File: config.mk
export PLATFORM = sky130hd
export DESIGN_NAME = riscv_id_pipe
export DESIGN_NICKNAME = d
export VERILOG_FILES = /design/src/rtl/riscv_configs_pkg.sv /design/src/rtl/riscv_id_hazard.sv /design/src/rtl/riscv_id_pipe.sv
export SDC_FILE = /design/constraint.sdc
export NUM_CORES = 2
export LEC_CHECK = 0
export BUFFER_PORTS_ARGS = -buffer_cell sky130_fd_sc_hd__buf_4
export CORE_MARGIN = 2
export CORE_UTILIZATION = 55
export CTS_CLUSTER_DIAMETER = 120
export DETAILED_ROUTE_END_ITERATION = 6
export PLACE_DENSITY = 0.76
export SLEW_MARGIN = 20
export SYNTH_ARGS = -nofsm -noshare
export SYNTH_HDL_FRONTEND = slang
export SYNTH_SLANG_ARGS = --single-unit
File: constraint.sdc
create_clock -name i_clk -period 2.8 [get_ports i_clk]
set_input_delay 0.14 -clock i_clk [delete_from_list [all_inputs] [get_ports i_clk]]
set_output_delay 0.14 -clock i_clk [all_outputs]
set_load 0.01 [all_outputs]
File: src/rtl/riscv_configs_pkg.sv
// ---------------------------------------------------------------------------
// riscv_configs
//   Shared definitions for the RV32 decode stage: default datapath width,
//   layout of the packed ID/EX control bundle, opcode constants, result
//   source encodings and the control-unit decode helpers.
//
//   Control bundle (MSB first, CTRL_W = 17):
//     reg_write | result_src[1:0] | mem_write | jump[1:0] | branch |
//     alu_control[3:0] | byte_sel[3:0] | alu_b_src | rd_src
// ---------------------------------------------------------------------------
package riscv_configs;

  localparam int XLEN_DEFAULT = 32;
  localparam int CTRL_W       = 17;

  // Bit offsets of each field inside the packed control bundle
  localparam int CTRL_REG_WRITE   = 16;
  localparam int CTRL_RESULT_SRC  = 14;
  localparam int CTRL_MEM_WRITE   = 13;
  localparam int CTRL_JUMP        = 11;
  localparam int CTRL_BRANCH      = 10;
  localparam int CTRL_ALU_CONTROL = 6;
  localparam int CTRL_BYTE_SEL    = 2;
  localparam int CTRL_ALU_B_SRC   = 1;
  localparam int CTRL_RD_SRC      = 0;

  localparam logic [6:0] OPC_LUI    = 7'b0110111;
  localparam logic [6:0] OPC_AUIPC  = 7'b0010111;
  localparam logic [6:0] OPC_JAL    = 7'b1101111;
  localparam logic [6:0] OPC_JALR   = 7'b1100111;
  localparam logic [6:0] OPC_BRANCH = 7'b1100011;
  localparam logic [6:0] OPC_LOAD   = 7'b0000011;
  localparam logic [6:0] OPC_STORE  = 7'b0100011;
  localparam logic [6:0] OPC_OP_IMM = 7'b0010011;
  localparam logic [6:0] OPC_OP     = 7'b0110011;

  // Writeback value selection; LOAD is what the hazard unit looks for
  localparam logic [1:0] RESULT_SRC_ALU    = 2'b00;
  localparam logic [1:0] RESULT_SRC_LOAD   = 2'b01;
  localparam logic [1:0] RESULT_SRC_PC4    = 2'b10;
  localparam logic [1:0] RESULT_SRC_PC_IMM = 2'b11;

  localparam logic [1:0] JUMP_NONE = 2'b00;
  localparam logic [1:0] JUMP_JAL  = 2'b01;
  localparam logic [1:0] JUMP_JALR = 2'b10;

  typedef enum logic [3:0] {
    ALU_ADD  = 4'd0,
    ALU_SUB  = 4'd1,
    ALU_SLL  = 4'd2,
    ALU_SLT  = 4'd3,
    ALU_SLTU = 4'd4,
    ALU_XOR  = 4'd5,
    ALU_SRL  = 4'd6,
    ALU_SRA  = 4'd7,
    ALU_OR   = 4'd8,
    ALU_AND  = 4'd9
  } alu_op_e;

  // Field order here is the bit layout of o_ex_ctrl
  typedef struct packed {
    logic       reg_write;
    logic [1:0] result_src;
    logic       mem_write;
    logic [1:0] jump;
    logic       branch;
    alu_op_e    alu_control;
    logic [3:0] byte_sel;
    logic       alu_b_src;
    logic       rd_src;     // 1: rd takes the upper immediate directly (LUI)
  } ctrl_t;

  // alt selects SUB over ADD and SRA over SRL
  function automatic alu_op_e alu_decode(input logic [2:0] funct3, input logic alt);
    alu_op_e op;
    case (funct3)
      3'b000:  op = alt ? ALU_SUB : ALU_ADD;
      3'b001:  op = ALU_SLL;
      3'b010:  op = ALU_SLT;
      3'b011:  op = ALU_SLTU;
      3'b100:  op = ALU_XOR;
      3'b101:  op = alt ? ALU_SRA : ALU_SRL;
      3'b110:  op = ALU_OR;
      default: op = ALU_AND;
    endcase
    return op;
  endfunction

  // Byte lanes touched by a load/store; funct3[2] only marks unsigned loads
  function automatic logic [3:0] byte_sel_decode(input logic [1:0] size);
    logic [3:0] sel;
    case (size)
      2'b00:   sel = 4'b0001;
      2'b01:   sel = 4'b0011;
      2'b10:   sel = 4'b1111;
      default: sel = 4'b0000;
    endcase
    return sel;
  endfunction

  // Main control unit
  function automatic ctrl_t decode_ctrl(input logic [6:0] opcode,
                                        input logic [2:0] funct3,
                                        input logic       funct7_b5);
    ctrl_t c;
    c = '0;
    case (opcode)
      OPC_LUI: begin
        c.reg_write = 1'b1;
        c.rd_src    = 1'b1;
      end
      OPC_AUIPC: begin
        c.reg_write  = 1'b1;
        c.result_src = RESULT_SRC_PC_IMM;
      end
      OPC_JAL: begin
        c.reg_write  = 1'b1;
        c.result_src = RESULT_SRC_PC4;
        c.jump       = JUMP_JAL;
      end
      OPC_JALR: begin
        c.reg_write  = 1'b1;
        c.result_src = RESULT_SRC_PC4;
        c.jump       = JUMP_JALR;
        c.alu_b_src  = 1'b1;
      end
      OPC_BRANCH: begin
        c.branch      = 1'b1;
        c.alu_control = ALU_SUB;
      end
      OPC_LOAD: begin
        c.reg_write  = 1'b1;
        c.result_src = RESULT_SRC_LOAD;
        c.alu_b_src  = 1'b1;
        c.byte_sel   = byte_sel_decode(funct3[1:0]);
      end
      OPC_STORE: begin
        c.mem_write = 1'b1;
        c.alu_b_src = 1'b1;
        c.byte_sel  = byte_sel_decode(funct3[1:0]);
      end
      OPC_OP_IMM: begin
        // bit 30 is immediate data except for SRAI
        c.reg_write   = 1'b1;
        c.alu_b_src   = 1'b1;
        c.alu_control = alu_decode(funct3, funct7_b5 && (funct3 == 3'b101));
      end
      OPC_OP: begin
        c.reg_write   = 1'b1;
        c.alu_control = alu_decode(funct3, funct7_b5);
      end
      default: c = '0;
    endcase
    return c;
  endfunction

endpackage

File: src/rtl/riscv_id_hazard.sv
// ---------------------------------------------------------------------------
// riscv_id_hazard
//   Purely combinational operand-usage decode and load-use hazard detection.
//
//   Ports:
//     opcode, rs1_addr, rs2_addr      : fields of the instruction in ID
//     id_valid                        : ID holds a real instruction
//     ex_valid, ex_result_src,
//     ex_rd_addr                      : state of the instruction in ID/EX
//     ex_flush                        : taken branch/jump kill
//     use_rs1, use_rs2                : operand actually read by the opcode
//     stall                           : hold IF/ID and insert a bubble
// ---------------------------------------------------------------------------
module riscv_id_hazard
  import riscv_configs::*;
(
  input  logic [6:0] opcode,
  input  logic [4:0] rs1_addr,
  input  logic [4:0] rs2_addr,
  input  logic       id_valid,
  input  logic       ex_valid,
  input  logic [1:0] ex_result_src,
  input  logic [4:0] ex_rd_addr,
  input  logic       ex_flush,
  output logic       use_rs1,
  output logic       use_rs2,
  output logic       stall
);

  logic load_in_ex;
  logic rs1_match;
  logic rs2_match;

  assign use_rs1 = !((opcode == OPC_LUI) || (opcode == OPC_AUIPC) || (opcode == OPC_JAL));
  assign use_rs2 = (opcode == OPC_OP) || (opcode == OPC_STORE) || (opcode == OPC_BRANCH);

  // x0 is never a real producer, so a load into x0 cannot create a hazard
  assign load_in_ex = ex_valid && (ex_result_src == RESULT_SRC_LOAD) && (ex_rd_addr != 5'd0);
  assign rs1_match  = use_rs1 && (rs1_addr == ex_rd_addr);
  assign rs2_match  = use_rs2 && (rs2_addr == ex_rd_addr);

  // A flush kills the ID instruction anyway, so there is nothing to hold
  assign stall = id_valid && load_in_ex && (rs1_match || rs2_match) && !ex_flush;

endmodule

File: src/rtl/riscv_id_pipe.sv
// ---------------------------------------------------------------------------
// riscv_id_pipe
//   RV32I/RV32E instruction decode stage with register file, WB-to-ID bypass,
//   load-use stall and the ID/EX pipeline register (1-cycle latency).
//
//   Parameters: XLEN (datapath width), NREG (32 = RV32I, 16 = RV32E),
//               WB_BYPASS (1 = same-cycle WB-to-ID operand bypass).
//   Ports:
//     i_clk, i_rstn                   : clock, synchronous active-low reset
//     i_id_valid, i_id_instr, i_id_pc : instruction in ID
//     i_id_wb_reg_write, i_id_rd_addr,
//     i_id_rd_data                    : writeback port into the register file
//     i_ex_flush                      : kill the instruction in ID
//     o_id_stall                      : hold IF/ID (combinational)
//     o_ex_*                          : registered ID/EX slot
//     o_id_stall_cnt                  : saturating count of stall cycles
// ---------------------------------------------------------------------------
module riscv_id_pipe
  import riscv_configs::*;
#(
  parameter int XLEN      = XLEN_DEFAULT,
  parameter int NREG      = 32,
  parameter int WB_BYPASS = 1
) (
  input  logic              i_clk,
  input  logic              i_rstn,
  input  logic              i_id_valid,
  input  logic [XLEN-1:0]   i_id_instr,
  input  logic [XLEN-1:0]   i_id_pc,
  input  logic              i_id_wb_reg_write,
  input  logic [4:0]        i_id_rd_addr,
  input  logic [XLEN-1:0]   i_id_rd_data,
  input  logic              i_ex_flush,
  output logic              o_id_stall,
  output logic              o_ex_valid,
  output logic [XLEN-1:0]   o_ex_pc,
  output logic [XLEN-1:0]   o_ex_rs1_data,
  output logic [XLEN-1:0]   o_ex_rs2_data,
  output logic [4:0]        o_ex_rs1_addr,
  output logic [4:0]        o_ex_rs2_addr,
  output logic [4:0]        o_ex_rd_addr,
  output logic [XLEN-1:0]   o_ex_imm,
  output logic [2:0]        o_ex_funct3,
  output logic [CTRL_W-1:0] o_ex_ctrl,
  output logic              o_ex_illegal,
  output logic [31:0]       o_id_stall_cnt
);

  localparam int AW = $clog2(NREG);

  logic [XLEN-1:0] rf [NREG];

  logic [31:0]     instr;
  logic [6:0]      opcode;
  logic [4:0]      rs1_addr;
  logic [4:0]      rs2_addr;
  logic [4:0]      rd_addr;
  logic [2:0]      funct3;
  logic [31:0]     imm32;
  logic [XLEN-1:0] imm_ext;
  ctrl_t           dec_ctrl;
  ctrl_t           ctrl_next;
  logic            use_rs1;
  logic            use_rs2;
  logic            stall;
  logic            issue;
  logic            illegal;
  logic            rs1_ok;
  logic            rs2_ok;
  logic            rd_ok;
  logic            rs1_bypass;
  logic            rs2_bypass;
  logic [XLEN-1:0] rs1_val;
  logic [XLEN-1:0] rs2_val;

  logic            ex_valid_q;
  logic [XLEN-1:0] ex_pc_q;
  logic [XLEN-1:0] ex_rs1_data_q;
  logic [XLEN-1:0] ex_rs2_data_q;
  logic [4:0]      ex_rs1_addr_q;
  logic [4:0]      ex_rs2_addr_q;
  logic [4:0]      ex_rd_addr_q;
  logic [XLEN-1:0] ex_imm_q;
  logic [2:0]      ex_funct3_q;
  ctrl_t           ex_ctrl_q;
  logic            ex_illegal_q;
  logic [31:0]     stall_cnt_q;

  assign instr    = i_id_instr[31:0];
  assign opcode   = instr[6:0];
  assign rd_addr  = instr[11:7];
  assign funct3   = instr[14:12];
  assign rs1_addr = instr[19:15];
  assign rs2_addr = instr[24:20];
  assign dec_ctrl = decode_ctrl(opcode, funct3, instr[30]);

  // RV32E only has x0..x15, so any address with bit 4 set is out of range
  assign rs1_ok = (NREG >= 32) || !rs1_addr[4];
  assign rs2_ok = (NREG >= 32) || !rs2_addr[4];
  assign rd_ok  = (NREG >= 32) || !i_id_rd_addr[4];

  riscv_id_hazard u_hazard (
    .opcode        (opcode),
    .rs1_addr      (rs1_addr),
    .rs2_addr      (rs2_addr),
    .id_valid      (i_id_valid),
    .ex_valid      (ex_valid_q),
    .ex_result_src (ex_ctrl_q.result_src),
    .ex_rd_addr    (ex_rd_addr_q),
    .ex_flush      (i_ex_flush),
    .use_rs1       (use_rs1),
    .use_rs2       (use_rs2),
    .stall         (stall)
  );

  // Register file write port; deliberately no reset, x0 is never stored
  always_ff @(posedge i_clk) begin
    if (i_id_wb_reg_write && (i_id_rd_addr != 5'd0) && rd_ok) begin
      rf[i_id_rd_addr[AW-1:0]] <= i_id_rd_data;
    end
  end

  assign rs1_bypass = (WB_BYPASS != 0) && i_id_wb_reg_write && (i_id_rd_addr == rs1_addr);
  assign rs2_bypass = (WB_BYPASS != 0) && i_id_wb_reg_write && (i_id_rd_addr == rs2_addr);

  // Operand read: x0 and out-of-range addresses read as zero, then the
  // writeback bypass beats the (not yet written) register file entry
  always_comb begin
    rs1_val = '0;
    rs2_val = '0;
    if ((rs1_addr != 5'd0) && rs1_ok) begin
      rs1_val = rs1_bypass ? i_id_rd_data : rf[rs1_addr[AW-1:0]];
    end
    if ((rs2_addr != 5'd0) && rs2_ok) begin
      rs2_val = rs2_bypass ? i_id_rd_data : rf[rs2_addr[AW-1:0]];
    end
  end

  // Immediate decoder, built at 32 bits and sign-extended to XLEN
  always_comb begin
    imm32 = '0;
    case (opcode)
      OPC_OP_IMM, OPC_LOAD, OPC_JALR: imm32 = {{20{instr[31]}}, instr[31:20]};
      OPC_STORE:  imm32 = {{20{instr[31]}}, instr[31:25], instr[11:7]};
      OPC_BRANCH: imm32 = {{19{instr[31]}}, instr[31], instr[7], instr[30:25], instr[11:8], 1'b0};
      OPC_LUI, OPC_AUIPC: imm32 = {instr[31:12], 12'b0};
      OPC_JAL:    imm32 = {{11{instr[31]}}, instr[31], instr[19:12], instr[20], instr[30:21], 1'b0};
      default:    imm32 = '0;
    endcase
  end

  assign imm_ext = XLEN'($signed(imm32));

  assign illegal = (NREG < 32) &&
                   ((use_rs1 && rs1_addr[4]) || (use_rs2 && rs2_addr[4]) ||
                    (dec_ctrl.reg_write && rd_addr[4]));

  assign issue = i_id_valid && !i_ex_flush && !stall;

  // A bubble keeps the datapath fields and only drops side effects
  always_comb begin
    ctrl_next = dec_ctrl;
    if (illegal) begin
      ctrl_next.reg_write = 1'b0;
    end
    if (!issue) begin
      ctrl_next.reg_write = 1'b0;
      ctrl_next.mem_write = 1'b0;
      ctrl_next.branch    = 1'b0;
      ctrl_next.jump      = JUMP_NONE;
    end
  end

  // ID/EX register and stall counter
  always_ff @(posedge i_clk) begin
    if (!i_rstn) begin
      ex_valid_q    <= 1'b0;
      ex_pc_q       <= '0;
      ex_rs1_data_q <= '0;
      ex_rs2_data_q <= '0;
      ex_rs1_addr_q <= '0;
      ex_rs2_addr_q <= '0;
      ex_rd_addr_q  <= '0;
      ex_imm_q      <= '0;
      ex_funct3_q   <= '0;
      ex_ctrl_q     <= '0;
      ex_illegal_q  <= 1'b0;
      stall_cnt_q   <= '0;
    end else begin
      ex_valid_q    <= issue;
      ex_pc_q       <= i_id_pc;
      ex_rs1_data_q <= rs1_val;
      ex_rs2_data_q <= rs2_val;
      ex_rs1_addr_q <= rs1_addr;
      ex_rs2_addr_q <= rs2_addr;
      ex_rd_addr_q  <= rd_addr;
      ex_imm_q      <= imm_ext;
      ex_funct3_q   <= funct3;
      ex_ctrl_q     <= ctrl_next;
      ex_illegal_q  <= issue && illegal;
      if (stall && (stall_cnt_q != 32'hFFFF_FFFF)) begin
        stall_cnt_q <= stall_cnt_q + 32'd1;
      end
    end
  end

  assign o_id_stall     = stall;
  assign o_ex_valid     = ex_valid_q;
  assign o_ex_pc        = ex_pc_q;
  assign o_ex_rs1_data  = ex_rs1_data_q;
  assign o_ex_rs2_data  = ex_rs2_data_q;
  assign o_ex_rs1_addr  = ex_rs1_addr_q;
  assign o_ex_rs2_addr  = ex_rs2_addr_q;
  assign o_ex_rd_addr   = ex_rd_addr_q;
  assign o_ex_imm       = ex_imm_q;
  assign o_ex_funct3    = ex_funct3_q;
  assign o_ex_ctrl      = ex_ctrl_q;
  assign o_ex_illegal   = ex_illegal_q;
  assign o_id_stall_cnt = stall_cnt_q;

endmodule

==> flow_summary.toml <==
[global_route]
met3_usage_pct = 9.858
grt_max_degree = 130
grt_pass1_wl_um = 240100
grt_pass1_vias = 34570
antenna_found_initial = 7
track_usage_pct = 33.95
overflow = 0
grtUsageMet2_pct = 52.40
use_met1_pct = 43.82
busiest_layer = "met2"

[detailed_routing]
drc = 1
vias_per_cell = 7.229
routedWlPerCell_um = 35.51
firstDrtPassIters = 7
ant_nets = 0
drt_iter0_markers = 5872
vias = 34570
wl_um = 169800

[pwr]
power_density_nw_per_um2 = 636.1
power.switching_w = 0.009209
pwr-share-seq_pct = 50.0
p_int_w = 0.03126
finalPower_w = 0.04047
p_sw_share_pct = 22.76
p_leak_nw = 21.27
ir_drop_v = 0.0005189
clock_power_share_pct = 41.4
p_comb_share_pct = 8.7

[cts]
clk_pin_slew_ns = 0.07
cts_tree = "yes"
h-tree-depth = 3
clockBufferDepth = 3
cts-buffers-inserted = 120
cts_sinks = 1219
worstSkewPairLatency_ns = 0.72
cts-root-buf = "clkbuf_16"

[placed_design]
dpl_cell_area_um2 = 58340
finalWeightedCongestion = 0.9180
dpl.hpwl_um = 101900
port_buffers = 302

[setup_path]
endpoint_kind = "register"
rr_worst_depth = 8
r2r_start = "o_ex_rd_addr[0]"
crit_type = "register to register"
worst_ep_required_time_ns = 3.47
timing.critical_path.cells = "or4_4 -> o211ai_4 -> nor4_1 -> nor2_2 -> buf_12 -> nand4b_4 -> nor4_4 -> dlygate4sd3_1"
critPathTopFamily = "simple AND/OR/NAND/NOR gates"
path_max_fanout = 5
r2r-end = "o_ex_ctrl[12]"
path_buf_inv = 2
start_kind = "register"
reg2reg_slack_ns = 0.14
cp_slowest_cell = "dlygate4sd3_1"
arrival_ns = 3.33
max_stage_delay_ns = 0.57

[yosys]
ys_ff_latch = 1219
syn_inst = 2900
synth_area_per_cell_um2 = 18.46
synth.distinct_cells = 64
ys_warn_count = 0
synth_ff_type = "edfxtp_1"
synth_edf_count = 1024
ys_seq_area_share_pct = 64.75
synth-async-reset-ratio_pct = 0
syn-cell-area_um2 = 53520

[die]
die_w_um = 315.9
rows = 114
initial_core_util_pct = 55.43
ios = 304
die_height_um = 315.9
dieArea_um2 = 99820
core_um2 = 96570

[final_layout]
layout-drive-gt1-share_pct = 35.91
final_util_pct = 65.88
fin_area_um2 = 63620
nets = 3509
syn_to_final_growth_pct = 18.87

[sta]
rsz0062_at_grt = "false"
fmax_mhz = 375.7
skew_ns = 0.02931
setup-violations-final = 0
fin_tns_setup_ns = 0
finalHoldViolCount = 0
timing.final.crit_share_pct = 95.06
finalCriticalPeriod_ns = 2.662
hold_slack_ns = 0.1792
tightest_slew_ns = 1.054
relSlewSlack_pct = 29.60
drv_slew = 0

[run_status]
failed_checks = "design-rule violations"
run_status = "finished with violations"

[min_path]
worstHoldEndpoint = "o_ex_pc[14]"
hold_class = "input pin to register"
min_from = "i_id_pc[14]"
worstHoldPathCells = 3

[job]
max_cap_violations = 0
## layout by cell type, fill, tap and decap left out, drive strengths merged, types with 4 or more instances in the layout
| master | instances |
|---|---|
| a22oi | 200 |
| mux4 | 536 |
| xor2 | 11 |
| or4 | 13 |
| inv | 17 |
| nor2b | 7 |
| dlygate4sd3 | 103 |
| xnor2 | 10 |
| clkbuf | 171 |
| conb | 33 |
| o211ai | 4 |
| nand2b | 15 |
| mux2i | 15 |
| ha | 7 |
| buf | 465 |
| a31oi | 9 |
| nand4 | 18 |
| and4 | 5 |
| a211o | 32 |
| a21oi | 127 |
| nand2 | 51 |
| nand3b | 6 |
| clkinv | 33 |
| nand3 | 26 |
| nand4b | 4 |
| and2 | 51 |
| clkinvlp | 7 |
| o31ai | 16 |
| and3 | 16 |
| a211oi | 24 |
| dfxtp | 195 |
| nor2 | 131 |
| nor3 | 38 |
| nor4 | 12 |
| edfxtp | 1024 |
| bufinv | 13 |
| o21ai | 20 |
| or3 | 10 |
## synthesized netlist by cell type, drive strengths merged (3+ instances only)
cell type  count  area (um^2)
a211o         32        280.3
a211oi        24        185.2
a21oi        127        635.6
a22oi        200         1501
a31oi          9        56.30
and2          51        319.1
and3          16        100.1
and4           5        43.79
buf          113        648.1
clkbuf       115        431.7
dfxtp        195         3904
edfxtp      1024        30750
ha             7        87.58
inv            8        30.03
mux2i         15        150.1
mux4         536        12070
nand2         51        191.4
nand2b        15        93.84
nand3         26        130.1
nand3b         6        45.04
nand4         18        112.6
nand4b         4        56.30
nor2         131        496.7
nor2b          7        43.79
nor3          38        190.2
nor4          12        81.33
o211ai         4        35.03
o21ai         20        100.1
o31ai         16        120.1
o41ai          3        41.29
or2            3        18.77
or3           10        67.56
or3b           3        26.28
or4           13        97.59
xnor2         10        87.58
xor2          11        96.34
## how the worst max path moves through the flow
| stage | startpoint | endpoint | slack [ns] | cells past startpoint |
|---|---|---|---|---|
| 2_1_floorplan | i_id_rd_addr[4] | rf[19][0] | 0.07 | 3 |
| 3_5_place_dp | i_id_instr[20] | o_ex_rs2_data[16] | 0.25 | 8 |
| 4_1_cts | o_ex_rd_addr[0] | o_ex_ctrl[12] | 0.10 | 8 |
| 3_3_place_gp | i_id_rd_addr[3] | o_ex_rs1_data[3] | 0.26 | 7 |
| 6_report | o_ex_rd_addr[0] | o_ex_ctrl[12] | 0.14 | 8 |
| 5_1_grt | o_ex_rd_addr[0] | o_ex_ctrl[12] | 0.06 | 8 |
## per-stage QoR
stage          worst slack [ns]  std cells
6_report                 0.1384       4782
3_3_place_gp             0.2607       4438
3_5_place_dp             0.2495       4438
5_1_grt                 0.05722       4780
4_1_cts                  0.1006       4770
2_1_floorplan           0.07129       2932
## worst min-delay path: stages
cell and delay, ns:
dlygate4sd3_1 0.53, buf_4 0.10, and2_1 0.10
## power groups by stage
stage | combinational [W] | sequential (W) | clock, W
after floorplan | 0.00186 | 0.0205 | 0
after global placement | 0.00325 | 0.0206 | 0
after detailed placement | 0.00331 | 0.0206 | 0
after CTS | 0.00345 | 0.0202 | 0.0168
after global routing | 0.00366 | 0.0202 | 0.0175
final | 0.00351 | 0.0202 | 0.0167
## state kept, by name, indices dropped and copies added (netlist names)
name / count
rf: 1024
o_ex_pc: 32
o_ex_rs1_addr: 5
o_ex_rs2_addr: 5
o_id_stall_cnt: 32
o_ex_ctrl: 16
o_ex_valid: 1
o_ex_rd_addr: 5
o_ex_imm: 32
o_ex_rs1_data: 32
o_ex_rs2_data: 32
o_ex_funct3: 3
## final cells by class
cell class                      instances  area (um^2)
Tap cell                             1276         1597
Multi-Input combinational cell       1475        18190
Fill cell                            6129        32950
Inverter                               10        37.54
Antenna cell                            3        7.507
Clock inverter                         60        704.4
Clock buffer                          169         3403
Sequential cell                      1219        34660
Timing Repair Buffer                  570         5027
## cells by family (layout without fill, tap and decap cells)
kind of cell,Yosys count,after routing,synth area share [%]
flip-flops,1219,1219,64.75
multiplexers,552,552,22.86
AO/OA/AOI/OAI,444,444,5.655
AND/OR/NAND/NOR,418,418,4.140
buffers and inverters,238,809,2.088
XOR/XNOR,21,21,0.3436
adder cells (fa/ha/maj),7,7,0.1636
other,1,36,0.007007
## metal layers
metal	up-vias	share of wire [%]
li1	13240	-
met1	17640	33
met2	3113	46
met3	568	15
met4	6	6.1
met5	-	0.025
## timing repair
action | CTS | global route
hold endpoints to repair | 1182 | 0
setup endpoints to repair | 0 | 1
buffers inserted | 0 | 7
resized for setup | 0 | 6
hold buffers | 103 | 0
(Power assumes the default switching activity.)
